==> src/rtl/uart_echo_bridge.sv <==
// Buffered UART echo bridge: RX bytes -> optional transform -> FIFO -> start/done TX handshake.
// Optional idle heartbeat byte is built only when UART_ECHO_BRIDGE_HEARTBEAT_EN is defined.
//
// state   | meaning
// IDLE    | waiting for FIFO data (or pending heartbeat)
// LOAD    | tx_data_o register settling
// START   | tx_start_o pulse, timeout timer armed
// WAIT    | frame in flight until tx_done_i or timeout
module uart_echo_bridge #(
    parameter int         FIFO_DEPTH       = 16,
    parameter int         TX_TIMEOUT       = 1_000_000,
    parameter int         HEARTBEAT_CYCLES = 50_000_000,
    parameter logic [7:0] HEARTBEAT_BYTE   = 8'h2E
) (
    input  logic                          clk,
    input  logic                          rst_n,
    input  logic [7:0]                    rx_data_i,
    input  logic                          rx_valid_i,
    input  logic [1:0]                    mode_i,
    input  logic                          clear_i,
    output logic [7:0]                    tx_data_o,
    output logic                          tx_start_o,
    input  logic                          tx_done_i,
    output logic [$clog2(FIFO_DEPTH):0]   level_o,
    output logic                          overflow_o,
    output logic                          timeout_o,
    output logic                          busy_o
);
    localparam int ADDR_W = $clog2(FIFO_DEPTH);
    localparam int LVL_W  = ADDR_W + 1;
    localparam int TO_W   = (TX_TIMEOUT > 2) ? $clog2(TX_TIMEOUT) : 1;
    localparam logic [TO_W-1:0]  TO_LOAD  = TO_W'(TX_TIMEOUT - 2);
    localparam logic [LVL_W-1:0] LVL_FULL = LVL_W'(FIFO_DEPTH);

    if (FIFO_DEPTH < 2 || (FIFO_DEPTH & (FIFO_DEPTH - 1)) != 0) begin : g_bad_depth
        $error("FIFO_DEPTH must be a power of two >= 2");
    end
    if (TX_TIMEOUT < 2 || HEARTBEAT_CYCLES < 2 || $bits(HEARTBEAT_BYTE) != 8) begin : g_bad_timing
        $error("TX_TIMEOUT and HEARTBEAT_CYCLES must be >= 2");
    end

    typedef enum logic [1:0] {ST_IDLE, ST_LOAD, ST_START, ST_WAIT} state_t;

    state_t            state_q, state_d;
    logic [ADDR_W-1:0] wr_ptr_q, wr_ptr_d, rd_ptr_q, rd_ptr_d;
    logic [LVL_W-1:0]  level_q, level_d;
    logic [7:0]        tx_data_q, tx_data_d;
    logic [TO_W-1:0]   to_cnt_q, to_cnt_d;
    logic              overflow_q, overflow_d;
    logic              timeout_q, timeout_d;
    logic [7:0]        mem_q [FIFO_DEPTH];

    logic [7:0] rx_byte;
    logic       rx_keep, push, pop, empty, full, timeout_set;

`ifdef UART_ECHO_BRIDGE_HEARTBEAT_EN
    localparam int HB_W = $clog2(HEARTBEAT_CYCLES);
    logic [HB_W-1:0] hb_cnt_q, hb_cnt_d;
    logic            hb_pend_q, hb_pend_d;
    logic            hb_take, hb_wrap;
`endif

    assign empty = (level_q == '0);
    assign full  = (level_q == LVL_FULL);

    always_comb begin
        rx_byte = rx_data_i;
        rx_keep = 1'b1;
        case (mode_i)
            2'd1:    if (rx_data_i >= 8'h61 && rx_data_i <= 8'h7A) rx_byte = rx_data_i - 8'h20;
            2'd2:    rx_byte = ~rx_data_i;
            2'd3:    rx_keep = 1'b0;
            default: ;
        endcase
    end

    always_comb begin
        state_d     = state_q;
        tx_data_d   = tx_data_q;
        to_cnt_d    = to_cnt_q;
        pop         = 1'b0;
        timeout_set = 1'b0;
`ifdef UART_ECHO_BRIDGE_HEARTBEAT_EN
        hb_take     = 1'b0;
`endif
        case (state_q)
            ST_IDLE: begin
                // A flush in this cycle wins over starting a new byte.
                if (!clear_i) begin
                    if (!empty) begin
                        pop       = 1'b1;
                        tx_data_d = mem_q[rd_ptr_q];
                        state_d   = ST_LOAD;
                    end
`ifdef UART_ECHO_BRIDGE_HEARTBEAT_EN
                    else if (hb_pend_q) begin
                        hb_take   = 1'b1;
                        tx_data_d = HEARTBEAT_BYTE;
                        state_d   = ST_LOAD;
                    end
`endif
                end
            end
            ST_LOAD:  state_d = ST_START;
            ST_START: begin
                to_cnt_d = TO_LOAD;
                state_d  = ST_WAIT;
            end
            ST_WAIT: begin
                if (tx_done_i) begin
                    state_d = ST_IDLE;
                end else if (to_cnt_q == '0) begin
                    timeout_set = 1'b1;
                    state_d     = ST_IDLE;
                end else begin
                    to_cnt_d = to_cnt_q - TO_W'(1);
                end
            end
            default: state_d = ST_IDLE;
        endcase
    end

    always_comb begin
        push       = rx_valid_i && rx_keep && !clear_i && (!full || pop);
        overflow_d = clear_i ? 1'b0 : (overflow_q || (rx_valid_i && rx_keep && full && !pop));
        timeout_d  = clear_i ? 1'b0 : (timeout_q || timeout_set);
        wr_ptr_d   = wr_ptr_q;
        rd_ptr_d   = rd_ptr_q;
        level_d    = level_q;
        if (clear_i) begin
            wr_ptr_d = '0;
            rd_ptr_d = '0;
            level_d  = '0;
        end else begin
            if (push) wr_ptr_d = wr_ptr_q + ADDR_W'(1);
            if (pop)  rd_ptr_d = rd_ptr_q + ADDR_W'(1);
            case ({push, pop})
                2'b10:   level_d = level_q + LVL_W'(1);
                2'b01:   level_d = level_q - LVL_W'(1);
                default: level_d = level_q;
            endcase
        end
    end

`ifdef UART_ECHO_BRIDGE_HEARTBEAT_EN
    // Repeated wraps while a heartbeat is pending collapse into one.
    always_comb begin
        hb_wrap   = (hb_cnt_q == HB_W'(HEARTBEAT_CYCLES - 1));
        hb_cnt_d  = hb_wrap ? '0 : hb_cnt_q + HB_W'(1);
        hb_pend_d = clear_i ? 1'b0 : (hb_wrap || (hb_pend_q && !hb_take));
    end

    always_ff @(posedge clk or negedge rst_n) begin
        if (!rst_n) begin
            hb_cnt_q  <= '0;
            hb_pend_q <= 1'b0;
        end else begin
            hb_cnt_q  <= hb_cnt_d;
            hb_pend_q <= hb_pend_d;
        end
    end
`endif

    always_ff @(posedge clk) begin
        if (push) mem_q[wr_ptr_q] <= rx_byte;
    end

    always_ff @(posedge clk or negedge rst_n) begin
        if (!rst_n) begin
            state_q    <= ST_IDLE;
            wr_ptr_q   <= '0;
            rd_ptr_q   <= '0;
            level_q    <= '0;
            tx_data_q  <= '0;
            to_cnt_q   <= '0;
            overflow_q <= 1'b0;
            timeout_q  <= 1'b0;
        end else begin
            state_q    <= state_d;
            wr_ptr_q   <= wr_ptr_d;
            rd_ptr_q   <= rd_ptr_d;
            level_q    <= level_d;
            tx_data_q  <= tx_data_d;
            to_cnt_q   <= to_cnt_d;
            overflow_q <= overflow_d;
            timeout_q  <= timeout_d;
        end
    end

    assign tx_data_o  = tx_data_q;
    assign tx_start_o = (state_q == ST_START);
    assign busy_o     = (state_q != ST_IDLE);
    assign level_o    = level_q;
    assign overflow_o = overflow_q;
    assign timeout_o  = timeout_q;
endmodule

==> config.mk <==
export PLATFORM = sky130hd
export DESIGN_NAME = uart_echo_bridge
export DESIGN_NICKNAME = d
export VERILOG_FILES = /design/src/rtl/uart_echo_bridge.sv
export SDC_FILE = /design/constraint.sdc
export NUM_CORES = 1
export LEC_CHECK = 0
export CAP_MARGIN = 20
export CORE_AREA = 2 2 125 115
export DETAILED_ROUTE_END_ITERATION = 10
export DIE_AREA = 0 0 127 117
export HOLD_SLACK_MARGIN = 0.06
export PLACE_DENSITY_LB_ADDON = 0.08
export RECOVER_POWER = 50
export SYNTH_ARGS = -nofsm -noshare
export SYNTH_HDL_FRONTEND = slang
export SYNTH_SLANG_ARGS = --single-unit
==> constraint.sdc <==
create_clock -name clk -period 2.76 [get_ports clk]
set_input_delay 0.552 -clock clk [delete_from_list [all_inputs] [get_ports clk]]
set_output_delay 0.552 -clock clk [all_outputs]
set_load 0.02 [all_outputs]
# Word level (Yosys, flattened, before mapping)
# Memories as Yosys holds them, arrays and structs flattened. A register that Yosys moved wholly into a read port is not among the register bits.
# Index checks and enable logic that the tools add are counted.
[classes]
mux = 27
order_cmp = 2
n_reduce_logical = 24
bitwise = 3
n_eq_ne = 14
add_sub_neg = 6
[ops]
columns = ["op", "n"]
rows = [
  ["20-bit two-way mux", 2],
  ["20-bit case mux with 2 select lines", 1],
  ["20-bit zero test", 1],
  ["20-bit by 1-bit subtractor with 20-bit output (second input constant)", 1],
  ["4-bit two-way mux", 4],
  ["8-bit case mux with 2 select lines", 1],
  ["1-bit two-way mux", 11],
  ["2-bit == test (second input constant)", 5],
  ["5-bit case mux with 2 select lines", 1],
  ["3-bit AND reduction", 3],
  ["4-bit by 1-bit adder with 4-bit output (second input constant)", 2],
  ["8-bit by 7-bit >= comparator with 1-bit output (second input constant)", 1],
  ["8-bit by 7-bit less-or-equal comparator with 1-bit output (second input constant)", 1],
  ["2-bit two-way mux", 4],
  ["8-bit two-way mux", 1],
  ["2-bit inequality test (second input constant)", 4],
  ["8-bit inverter", 1],
  ["2-bit case mux with 4 select lines", 1],
  ["2-bit nonzero test", 4],
  ["8-bit by 6-bit subtractor with 8-bit output (second input constant)", 1],
  ["2-bit by 1-bit == test with 1-bit output (second input constant)", 3],
  ["1-bit logical AND", 6],
  ["5-bit by 1-bit adder with 5-bit output (second input constant)", 1],
  ["5-bit == test (second input constant)", 1],
  ["other kinds (9)", 15],
]
[word_totals]
ff_bits = 37
ram_bits = 128
memories = 1
elab_cells = 84
[mem_list]
columns = ["memory", "words", "width", "rd", "rd_clocked_by_memory_dff", "wr", "line", "rtl"]
rows = [
  ["mem_q", 16, 8, 1, 1, 1, "51", "logic [7:0] mem_q [FIFO_DEPTH];"],
]

# Longest topological paths before layout
# Gate-level depths: netlist of the first run.
[depth]
ltp_word = 9
mapped_depth = 12
mapped_depth_nobuf = 11

# Least setup slack after synthesis of the first run
# No wires, ideal clock.
[synth_path]
path_kind = "input to register"
start = "in mode_i[0]"
end = "reg level_q[4], in the netlist level_o[4]"
t_arrival_ns = 2.668
slack_ns = 0.010
path_buffers = 1
setup_ns = 0.082
cell_stages = 11
cell_sequence = "ha_1 -> nand2b_1 -> clkbuf_1 -> nand2_1 -> or3_1 -> fa_1 -> nand2b_1 -> a21oi_1 -> nor2_1 -> or3_1 -> a31oi_1"
[synth_via]
elab_chain_cells = 8
[synth_lines]
columns = ["item", "line", "rtl"]
rows = [
  ["from (decl)", "19", "input logic [1:0] mode_i,"],
  ["2-bit == test *", "69", "case (mode_i)"],
  ["1-bit two-way mux *", "69", ""],
  ["1-bit logical AND * (3 in series)", "124", "push = rx_valid_i && rx_keep && !clear_i && (!full || pop);"],
  ["2-bit by 1-bit == test with 1-bit output / 2-bit == test (equally long branches)", "137", "case ({push, pop})"],
  ["5-bit case mux with 2 select lines", "137", ""],
  ["5-bit two-way mux", "130", "if (clear_i) begin"],
  ["to (signal assigned)", "182", "level_q <= level_d;"],
  ["to (decl)", "46", "logic [LVL_W-1:0] level_q, level_d;"],
]
# Mark *: on every way between the ends. The rest lies on a longest branch, timed or not.
# A chain may end at the register's enable or synchronous reset.

# Final worst setup path of the first run
# Ends and elaborated chain as after synthesis.

==> results of run 1 <==
-- cell usage after synthesis, types with 7 or more instances --
cell	n	area [um2]
sky130_fd_sc_hd__nor2_1	39	146.4
sky130_fd_sc_hd__xnor2_1	8	70.07
sky130_fd_sc_hd__a21oi_1	26	130.1
sky130_fd_sc_hd__clkbuf_1	13	48.80
sky130_fd_sc_hd__mux4_2	32	720.7
sky130_fd_sc_hd__o22ai_1	18	112.6
sky130_fd_sc_hd__inv_1	16	60.06
sky130_fd_sc_hd__and2_1	15	93.84
sky130_fd_sc_hd__edfxtp_1	128	3844
sky130_fd_sc_hd__nand2_1	14	52.55
sky130_fd_sc_hd__nand2b_1	7	43.79
sky130_fd_sc_hd__or3_1	9	56.30
sky130_fd_sc_hd__ha_1	18	225.2
sky130_fd_sc_hd__o21ai_1	10	50.05
sky130_fd_sc_hd__dfrtp_1	45	1126
sky130_fd_sc_hd__mux2_2	9	101.4
sky130_fd_sc_hd__and3_1	7	43.79
sky130_fd_sc_hd__nor3_1	12	60.06
-- report_power, final --
| group | switching (uW) | total (uW) | leakage, uW | internal (uW) |
|---|---|---|---|---|
| Sequential | 123 | 3110 | 0.00169 | 2980 |
| Combinational | 954 | 1790 | 0.00132 | 838 |
| Clock | 988 | 2320 | 0.000280 | 1330 |
-- per-layer routing --
layer	share of wire	up-vias	track usage
met2	0.49	118	0.3609
met3	0.057	20	0.04591
li1	-	2148	-
met1	0.44	2272	0.3084
met4	0.013	0	0.07546
met5	0	-	0
-- layout by cell type, fill, tap and decap left out, types with 12 or more instances in the layout --
| cell type | Yosys | layout |
|---|---|---|
| sky130_fd_sc_hd__edfxtp_1 | 128 | 128 |
| sky130_fd_sc_hd__dfrtp_1 | 45 | 44 |
| sky130_fd_sc_hd__nor2_1 | 39 | 39 |
| sky130_fd_sc_hd__mux4_2 | 32 | 32 |
| sky130_fd_sc_hd__a21oi_1 | 26 | 25 |
| sky130_fd_sc_hd__buf_4 | 1 | 25 |
| sky130_fd_sc_hd__o22ai_1 | 18 | 18 |
| sky130_fd_sc_hd__ha_1 | 18 | 18 |
| sky130_fd_sc_hd__clkbuf_16 | 0 | 17 |
| sky130_fd_sc_hd__buf_12 | 0 | 17 |
| sky130_fd_sc_hd__inv_1 | 16 | 16 |
| sky130_fd_sc_hd__dlygate4sd3_1 | 0 | 16 |
| sky130_fd_sc_hd__and2_1 | 15 | 15 |
| sky130_fd_sc_hd__nand2_1 | 14 | 14 |
| sky130_fd_sc_hd__clkdlybuf4s50_1 | 0 | 14 |
| sky130_fd_sc_hd__nor3_1 | 12 | 12 |
-- cell families after synthesis --
group | share of synthesized area
flops | 0.6484
mux | 0.1159
xor+xnor | 0.01600
buf+inv | 0.01943
fa+ha+maj | 0.03200
simple gates | 0.1033
compound gates | 0.06497
-- registers in the layout, summed over array words and instances (netlist names) --
signal      flops
mem_q         128
to_cnt_q       20
tx_data_o       8
level_o         5
rd_ptr_q        4
wr_ptr_q        4
state_q         2
overflow_o      1
timeout_o       1
-- worst max path at each step --
stage | start | endpoint | slack [ps]
floorplan | mode_i[0] | level_o[4] | 10
global placement | mode_i[0] | level_o[4] | -260
detailed placement | mode_i[0] | level_o[4] | -400
CTS | mode_i[0] | level_o[4] | 50
global route | mode_i[0] | mem_q[6][5] | 10
finish | mode_i[0] | level_o[4] | 110
-- cell type report --
class	count	share of cell area
Sequential cell	173	0.5382
Multi-Input combinational cell	300	0.2735
Timing Repair Buffer	86	0.09659
Clock buffer	17	0.04606
Tap cell	172	0.02330
Clock inverter	15	0.01585
Inverter	16	0.006502
-- stage by stage --
step           instance area, um2  hold slack [ps]
5_1_grt                      9236            532.8
4_1_cts                      9293            244.7
6_report                     9236            451.5
2_1_floorplan                7665            256.4
3_5_place_dp                 8721            505.6
3_3_place_gp                 8721            485.8
-- critical path: stages --
cell                              delay [ps]
sky130_fd_sc_hd__clkdlybuf4s50_1         480
sky130_fd_sc_hd__ha_1                    130
sky130_fd_sc_hd__nand2b_1                110
sky130_fd_sc_hd__nand2_1                  70
sky130_fd_sc_hd__or3_1                   390
sky130_fd_sc_hd__fa_1                    410
sky130_fd_sc_hd__nand2b_1                180
sky130_fd_sc_hd__a21oi_2                 170
sky130_fd_sc_hd__nor2_1                   70
sky130_fd_sc_hd__or3_1                   310
sky130_fd_sc_hd__a31oi_1                 140
-- what timing repair did --
| action | in CTS | in global routing |
|---|---|---|
| endpoints found under the setup margin | 0 | 1 |
| hold endpoints to repair | 0 | 0 |
| resized for setup | 0 | 1 |
| hold buffers | 0 | 0 |
==> flow_summary.rst, run 1 <==
.. list-table::
   :header-rows: 1

   * - Metric
     - Value
   * - Result of the run
     - complete, no violations
   * - Post-CTS Setup Inserts
     - 0
   * - Pre-Repair DR Iteration Count
     - 5
   * - Setup crit start kind
     - input pin
   * - Number of synthesized register bits
     - 173
   * - Number of filler instances in the final layout
     - between 900 and 1000
   * - Half-perimeter wire length of the detailed placement result
     - 9951 um
   * - Utilization after layout
     - 0.6769
   * - Sequential standard cell area
     - 4971 um2
   * - Peak Freq
     - 0.3772 GHz
   * - Finish-stage setup viols
     - 0
   * - Net count, final
     - 628
   * - Clock buffer depth
     - 2
   * - Overall overflow remaining after global route
     - 0
   * - Die area
     - between 10000 and 15000 um2
   * - Max-cap violation count
     - 0
   * - Clock Latency Late Sink
     - 430 ps
   * - R2R Path End
     - level_o[4]
   * - Area occupied by multi-input gates
     - ~2500 um2
   * - Worst-case clock skew
     - 8.673 ps
   * - Number of clock buffers inserted by TritonCTS
     - 17
   * - CP Data Required Time
     - 3110 ps
   * - Final cell count without fillers
     - 779
   * - Most used flip-flop cell after synthesis
     - sky130_fd_sc_hd__edfxtp_1
   * - Cell count after synthesis
     - ~510
   * - Worst Setup Path Type
     - in2reg
   * - Post-synth EDFFs
     - ~130
   * - Fraction of layout cells with a size suffix above 1
     - 0.2241
   * - First-pass GRT wire length
     - approximately 25000 um
   * - Mapped Nets
     - about 540
   * - Via density
     - 5.851
   * - Starting Density
     - 0.5617
   * - Leakage component of the power
     - 0.003294 uW
   * - Post-synthesis instance area
     - between 7000 and 8000 um2
   * - GRT Resource Usage Total
     - 0.2228
   * - Overall via count from detail_route
     - 4558
   * - Final WS setup
     - 108.6 ps
   * - Placeable Area
     - 13650 um2
   * - Diode insertion count for antenna repair
     - 0
   * - Sequential cell area fraction in the yosys report
     - 0.6484
   * - Number of hold-slack violations in the final timing report
     - 0
   * - H-Tree Level Count
     - 4
   * - FF-to-FF path depth
     - 10
   * - Final worst-path cycle share
     - 0.9606
   * - Final total power
     - roughly 7000 uW
   * - Routed wire length
     - 15420 um
   * - Hold/Removal Path Class
     - in2async
   * - DRC violation count after routing
     - 0
   * - Total clock sinks
     - 173
   * - Worst Setup End Kind
     - register
   * - Reg-to-reg slack, setup
     - 160 ps
   * - Gpl congestion
     - 0.8143
   * - Total negative setup slack
     - 0 ps
   * - Maximum fanout count along the critical path
     - 3
   * - Final antenna-violating net count
     - 0
   * - Clock-pin slew of the registers on the worst-case setup and hold paths
     - approximately 70 ps
   * - Distinct cells, synth
     - 53
   * - Top-Level Pins
     - 32
   * - Port Buffer Count
     - 31
   * - Shortest clock period the worst path allows after layout
     - 2651 ps
   * - Worst VDD drop
     - 0.4843 mV
   * - Reg2Reg Launch Point
     - state_q[0]
   * - Worst-case headroom to the max-slew limit
     - 0.1880
   * - Maximum number of pins on one net before global-route repair
     - 46
   * - Setup repair after global routing missed its margin
     - false
   * - Endpoint arrival time on the critical path
     - 3000 ps
   * - Initial antenna violation count
     - 0
   * - Fraction of registers with async set/reset
     - 0.2601
   * - Pre-CTS setup slack
     - -397.6 ps
   * - Placed cells
     - 746
   * - Yosys warning count
     - 0
   * - Synthesis-to-layout area growth
     - 20.50%
   * - Clock tree from TritonCTS
     - yes
   * - Synthesized area per cell
     - approximately 15 um2
   * - Die outline height
     - 117 um
   * - Vias in the first global route
     - 4647
   * - CTS root buffer
     - sky130_fd_sc_hd__clkbuf_16
   * - Final Max Slew Viols
     - 0
   * - DR iter-0 viols
     - 376
   * - Floorplan row count
     - 41
   * - Pwr dens
     - roughly 780 nW/um2
   * - Transition at the pin with the smallest max-transition slack
     - 1218 ps
   * - Routed WL per cell
     - roughly 20 um
   * - Horizontal die dimension
     - roughly 130 um
(Power assumes the default switching activity.)
==> run 2: changes to the inputs <==
--- a/config.mk
+++ b/config.mk
@@ -6,9 +6,11 @@
 export NUM_CORES = 1
 export LEC_CHECK = 0
 export CAP_MARGIN = 20
-export CORE_AREA = 2 2 125 115
+export CELL_PAD_IN_SITES_DETAIL_PLACEMENT = 1
+export CELL_PAD_IN_SITES_GLOBAL_PLACEMENT = 2
+export CORE_AREA = 2 2 141 129
 export DETAILED_ROUTE_END_ITERATION = 10
-export DIE_AREA = 0 0 127 117
+export DIE_AREA = 0 0 143 131
 export HOLD_SLACK_MARGIN = 0.06
 export PLACE_DENSITY_LB_ADDON = 0.08
 export RECOVER_POWER = 50
==> flow_summary.rst, run 2 (synthesized netlist as in run 1, its figures left out) <==
.. list-table::
   :header-rows: 1

   * - Metric
     - Value
   * - Diode insertion count for antenna repair
     - 0 (unchanged)
   * - Final Max Slew Viols
     - 0 (unchanged)
   * - Routed WL per cell
     - 19.84 um (was 19.79 um)
   * - Portion of total power attributed to combinational logic
     - 0.256 (was 0.248)
   * - Post-placement cell area
     - 8803 um2 (was 8721 um2)
   * - Clock tree from TritonCTS
     - yes (unchanged)
   * - Number of clock buffers inserted by TritonCTS
     - 17 (unchanged)
   * - Number of filler instances in the final layout
     - 1656 (was 964)
   * - Max stage delay on crit path
     - 480 ps (about the same)
   * - Half-perimeter wire length of the detailed placement result
     - 11390 um (was 9951 um)
   * - Die outline height
     - 131 um (was 117 um)
   * - Leakage component of the power
     - 0.003303 uW (was 0.003294 uW)
   * - Net count, final
     - 627 (was 628)
   * - H-Tree Level Count
     - 4 (unchanged)
   * - Endpoint arrival time on the critical path
     - 3020 ps (was 3000 ps)
   * - Floorplan row count
     - 46 (was 41)
   * - Hold/Removal Path Class
     - in2async (unchanged)
   * - Max-cap violation count
     - 0 (unchanged)
   * - Reported net switching power
     - 2206 uW (was 2065 uW)
   * - Via density
     - 5.530 (was 5.851)
   * - Largest reg by FF count
     - mem_q (unchanged)
   * - Number of hold-slack violations in the final timing report
     - 0 (unchanged)
   * - Starting Density
     - 0.4424 (was 0.5617)
   * - GRT Resource Usage Total
     - 0.1935 (was 0.2228)
   * - Worst Setup End Kind
     - register (unchanged)
   * - CTS root buffer
     - sky130_fd_sc_hd__clkbuf_16 (unchanged)
   * - Worst Setup Path Type
     - in2reg (unchanged)
   * - Worst-case headroom to the max-slew limit
     - 0.06808 (was 0.1880)
   * - First-pass GRT wire length
     - 26710 um (was 24530 um)
   * - Port Buffer Count
     - 31 (unchanged)
   * - Peak Freq
     - 0.3733 GHz (was 0.3772 GHz)
   * - Horizontal die dimension
     - 143 um (was 127 um)
   * - Result of the run
     - complete, no violations (unchanged)
   * - Final total power
     - 7266 uW (was 7215 uW)
   * - DRC violation count after routing
     - 0 (unchanged)
   * - Initial antenna violation count
     - 0 (unchanged)
   * - Setup crit start kind
     - input pin (unchanged)
   * - Finish-stage setup viols
     - 0 (unchanged)
   * - Gpl congestion
     - 0.7467 (was 0.8143)
   * - Vias in the first global route
     - 4777 (was 4647)
   * - Clock buffer depth
     - 2 (unchanged)
   * - Fin area
     - 9380 um2 (was 9236 um2)
   * - CP Data Required Time
     - 3100 ps (was 3110 ps)
   * - Slowest stage cell, crit path
     - sky130_fd_sc_hd__clkdlybuf4s50_1 (unchanged)
   * - Worst VDD drop
     - 0.4601 mV (was 0.4843 mV)
   * - Shortest clock period the worst path allows after layout
     - 2679 ps (was 2651 ps)
   * - Relative contribution of the clock network to total power
     - 0.313 (was 0.321)
   * - Pwr dens
     - 774.6 nW/um2 (was 781.1 nW/um2)
   * - Top-Level Pins
     - 32 (unchanged)
   * - Placeable Area
     - 17320 um2 (was 13650 um2)
   * - Global Route met1 Usage
     - 0.2715 (was 0.3084)
   * - Overall overflow remaining after global route
     - 0 (unchanged)
   * - Fraction of layout cells with a size suffix above 1
     - 0.2343 (was 0.2241)
   * - Utilization after layout
     - 0.5415 (was 0.6769)
   * - Routed wire length
     - 16780 um (was 15420 um)
   * - Total clock sinks
     - 173 (unchanged)
   * - Internal power
     - 5060 uW (was 5150 uW)
   * - Synthesis-to-layout area growth
     - 22.38% (was 20.50%)
   * - Overall via count from detail_route
     - 4678 (was 4558)
   * - Commonest non-fill, non-tap cell in the layout
     - sky130_fd_sc_hd__edfxtp_1 (unchanged)
   * - DR iter-0 viols
     - 258 (was 376)
   * - Pre-Repair DR Iteration Count
     - 4 (was 5)
   * - Clock-pin slew of the registers on the worst-case setup and hold paths
     - 70 ps (about the same)
   * - Die area
     - 18730 um2 (was 14860 um2)
   * - Relative contribution of sequential cells to total power
     - 0.431 (about the same)
   * - Most Frequent Cell on Critical Path
     - sky130_fd_sc_hd__ha_1
   * - Total negative setup slack
     - 0 ps (unchanged)
   * - Worst-case clock skew
     - 9.525 ps (was 8.673 ps)
   * - Maximum fanout count along the critical path
     - 4 (was 3)
   * - Critical path, cell by cell
     - clkdlybuf4s50_1 -> ha_1 -> nand2b_4 -> nand2_1 -> or3_4 -> inv_4 -> ha_1 -> nor2_2 -> a21oi_4 -> and2_1 -> or3_1 -> a31oi_1 (was clkdlybuf4s50_1 -> ha_1 -> nand2b_1 -> nand2_1 -> or3_1 -> fa_1 -> nand2b_1 -> a21oi_2 -> nor2_1 -> or3_1 -> a31oi_1)
   * - Transition at the pin with the smallest max-transition slack
     - 1398 ps (was 1218 ps)
   * - GR Util met2
     - 0.3051 (was 0.3609)
   * - Met3 track utilization from global routing
     - 0.04082 (was 0.04591)
   * - Clock Latency Late Sink
     - 430 ps (about the same)
   * - Maximum number of pins on one net before global-route repair
     - 36 (was 46)
   * - CTS Hold Bufs
     - 0 (unchanged)
   * - Final worst-path cycle share
     - 0.9706 (was 0.9606)
   * - Switching portion of total power
     - 0.3036 (was 0.2862)
   * - Final antenna-violating net count
     - 0 (unchanged)
   * - Most utilized layer in the global route result
     - met2 (unchanged)
   * - Number of flip-flops in the largest register
     - 128 (unchanged)
   * - Commonest cells after routing, fill and taps aside
     - sky130_fd_sc_hd__edfxtp_1 (128), sky130_fd_sc_hd__dfrtp_1 (44), sky130_fd_sc_hd__nor2_1 (38) (was sky130_fd_sc_hd__edfxtp_1 (128), sky130_fd_sc_hd__dfrtp_1 (44), sky130_fd_sc_hd__nor2_1 (39))
[run 2: per-layer routing]
metal  vias to the layer above  part of all wire
met5                         -                 0
met1                      2414              0.47
met3                        15             0.035
met2                       105              0.48
li1                       2144                 -
met4                         0             0.011
[run 2: area by class of cell]
| class | instances | area (um2) | share of cell area |
|---|---|---|---|
| Sequential cell | 173 | 4971 | 0.5299 |
| Clock inverter | 14 | 121.4 | 0.01294 |
| Tap cell | 240 | 300.3 | 0.03201 |
| Multi-Input combinational cell | 300 | 2594 | 0.2765 |
| Timing Repair Buffer | 85 | 892.1 | 0.09510 |
| Inverter | 16 | 62.56 | 0.006669 |
| Clock buffer | 18 | 439.2 | 0.04682 |
[run 2: critical path: cells and delay by family]
family                   cells  cell delay [ps]
AO/OA/AOI/OAI                2              230
adder cells (fa/ha/maj)      2              390
buffers and inverters        2              570
AND/OR/NAND/NOR              6             1290
[run 2: worst paths after layout]
check	end	depth (start not counted)	startpoint	slack (ps)
hold / removal	tx_data_o[3]	1	rst_n	430
min in group clk	overflow_o	2	overflow_o	510
setup / recovery	level_o[4]	12	mode_i[1]	80
max in group asynchronous	to_cnt_q[4]	2	rst_n	530
setup reg to reg	to_cnt_q[4]	7	to_cnt_q[1]	220
hold reg to reg	overflow_o	2	overflow_o	510
[run 2: timing repair]
| item | in CTS | in global routing |
|---|---|---|
| pin swaps | 0 | 4 |
| resized for setup | 2 | 11 |
| gates cloned | 0 | 0 |
| setup buffers | 0 | 1 |
| setup endpoints to repair | 2 | 2 |
| hold endpoints to repair | 0 | 0 |
[run 2: through the flow]
stage	hold slack (ps)	instances	setup slack, ps
floorplan	256.4	509	9.835
global placement	476.9	812	-475.3
detailed placement	497.9	812	-565.0
CTS	137.9	844	16.51
global route	509.1	846	-12.21
finish	430.8	846	81.13
[run 2: power by group through the flow]
stage / clock, uW / sequential, uW / combinational [uW]
finish: 2270 / 3130 / 1860
global route: 2430 / 3160 / 2060
CTS: 2330 / 3140 / 1890
detailed placement: 0 / 3190 / 1870
global placement: 0 / 3180 / 1820
floorplan: 0 / 3240 / 1070
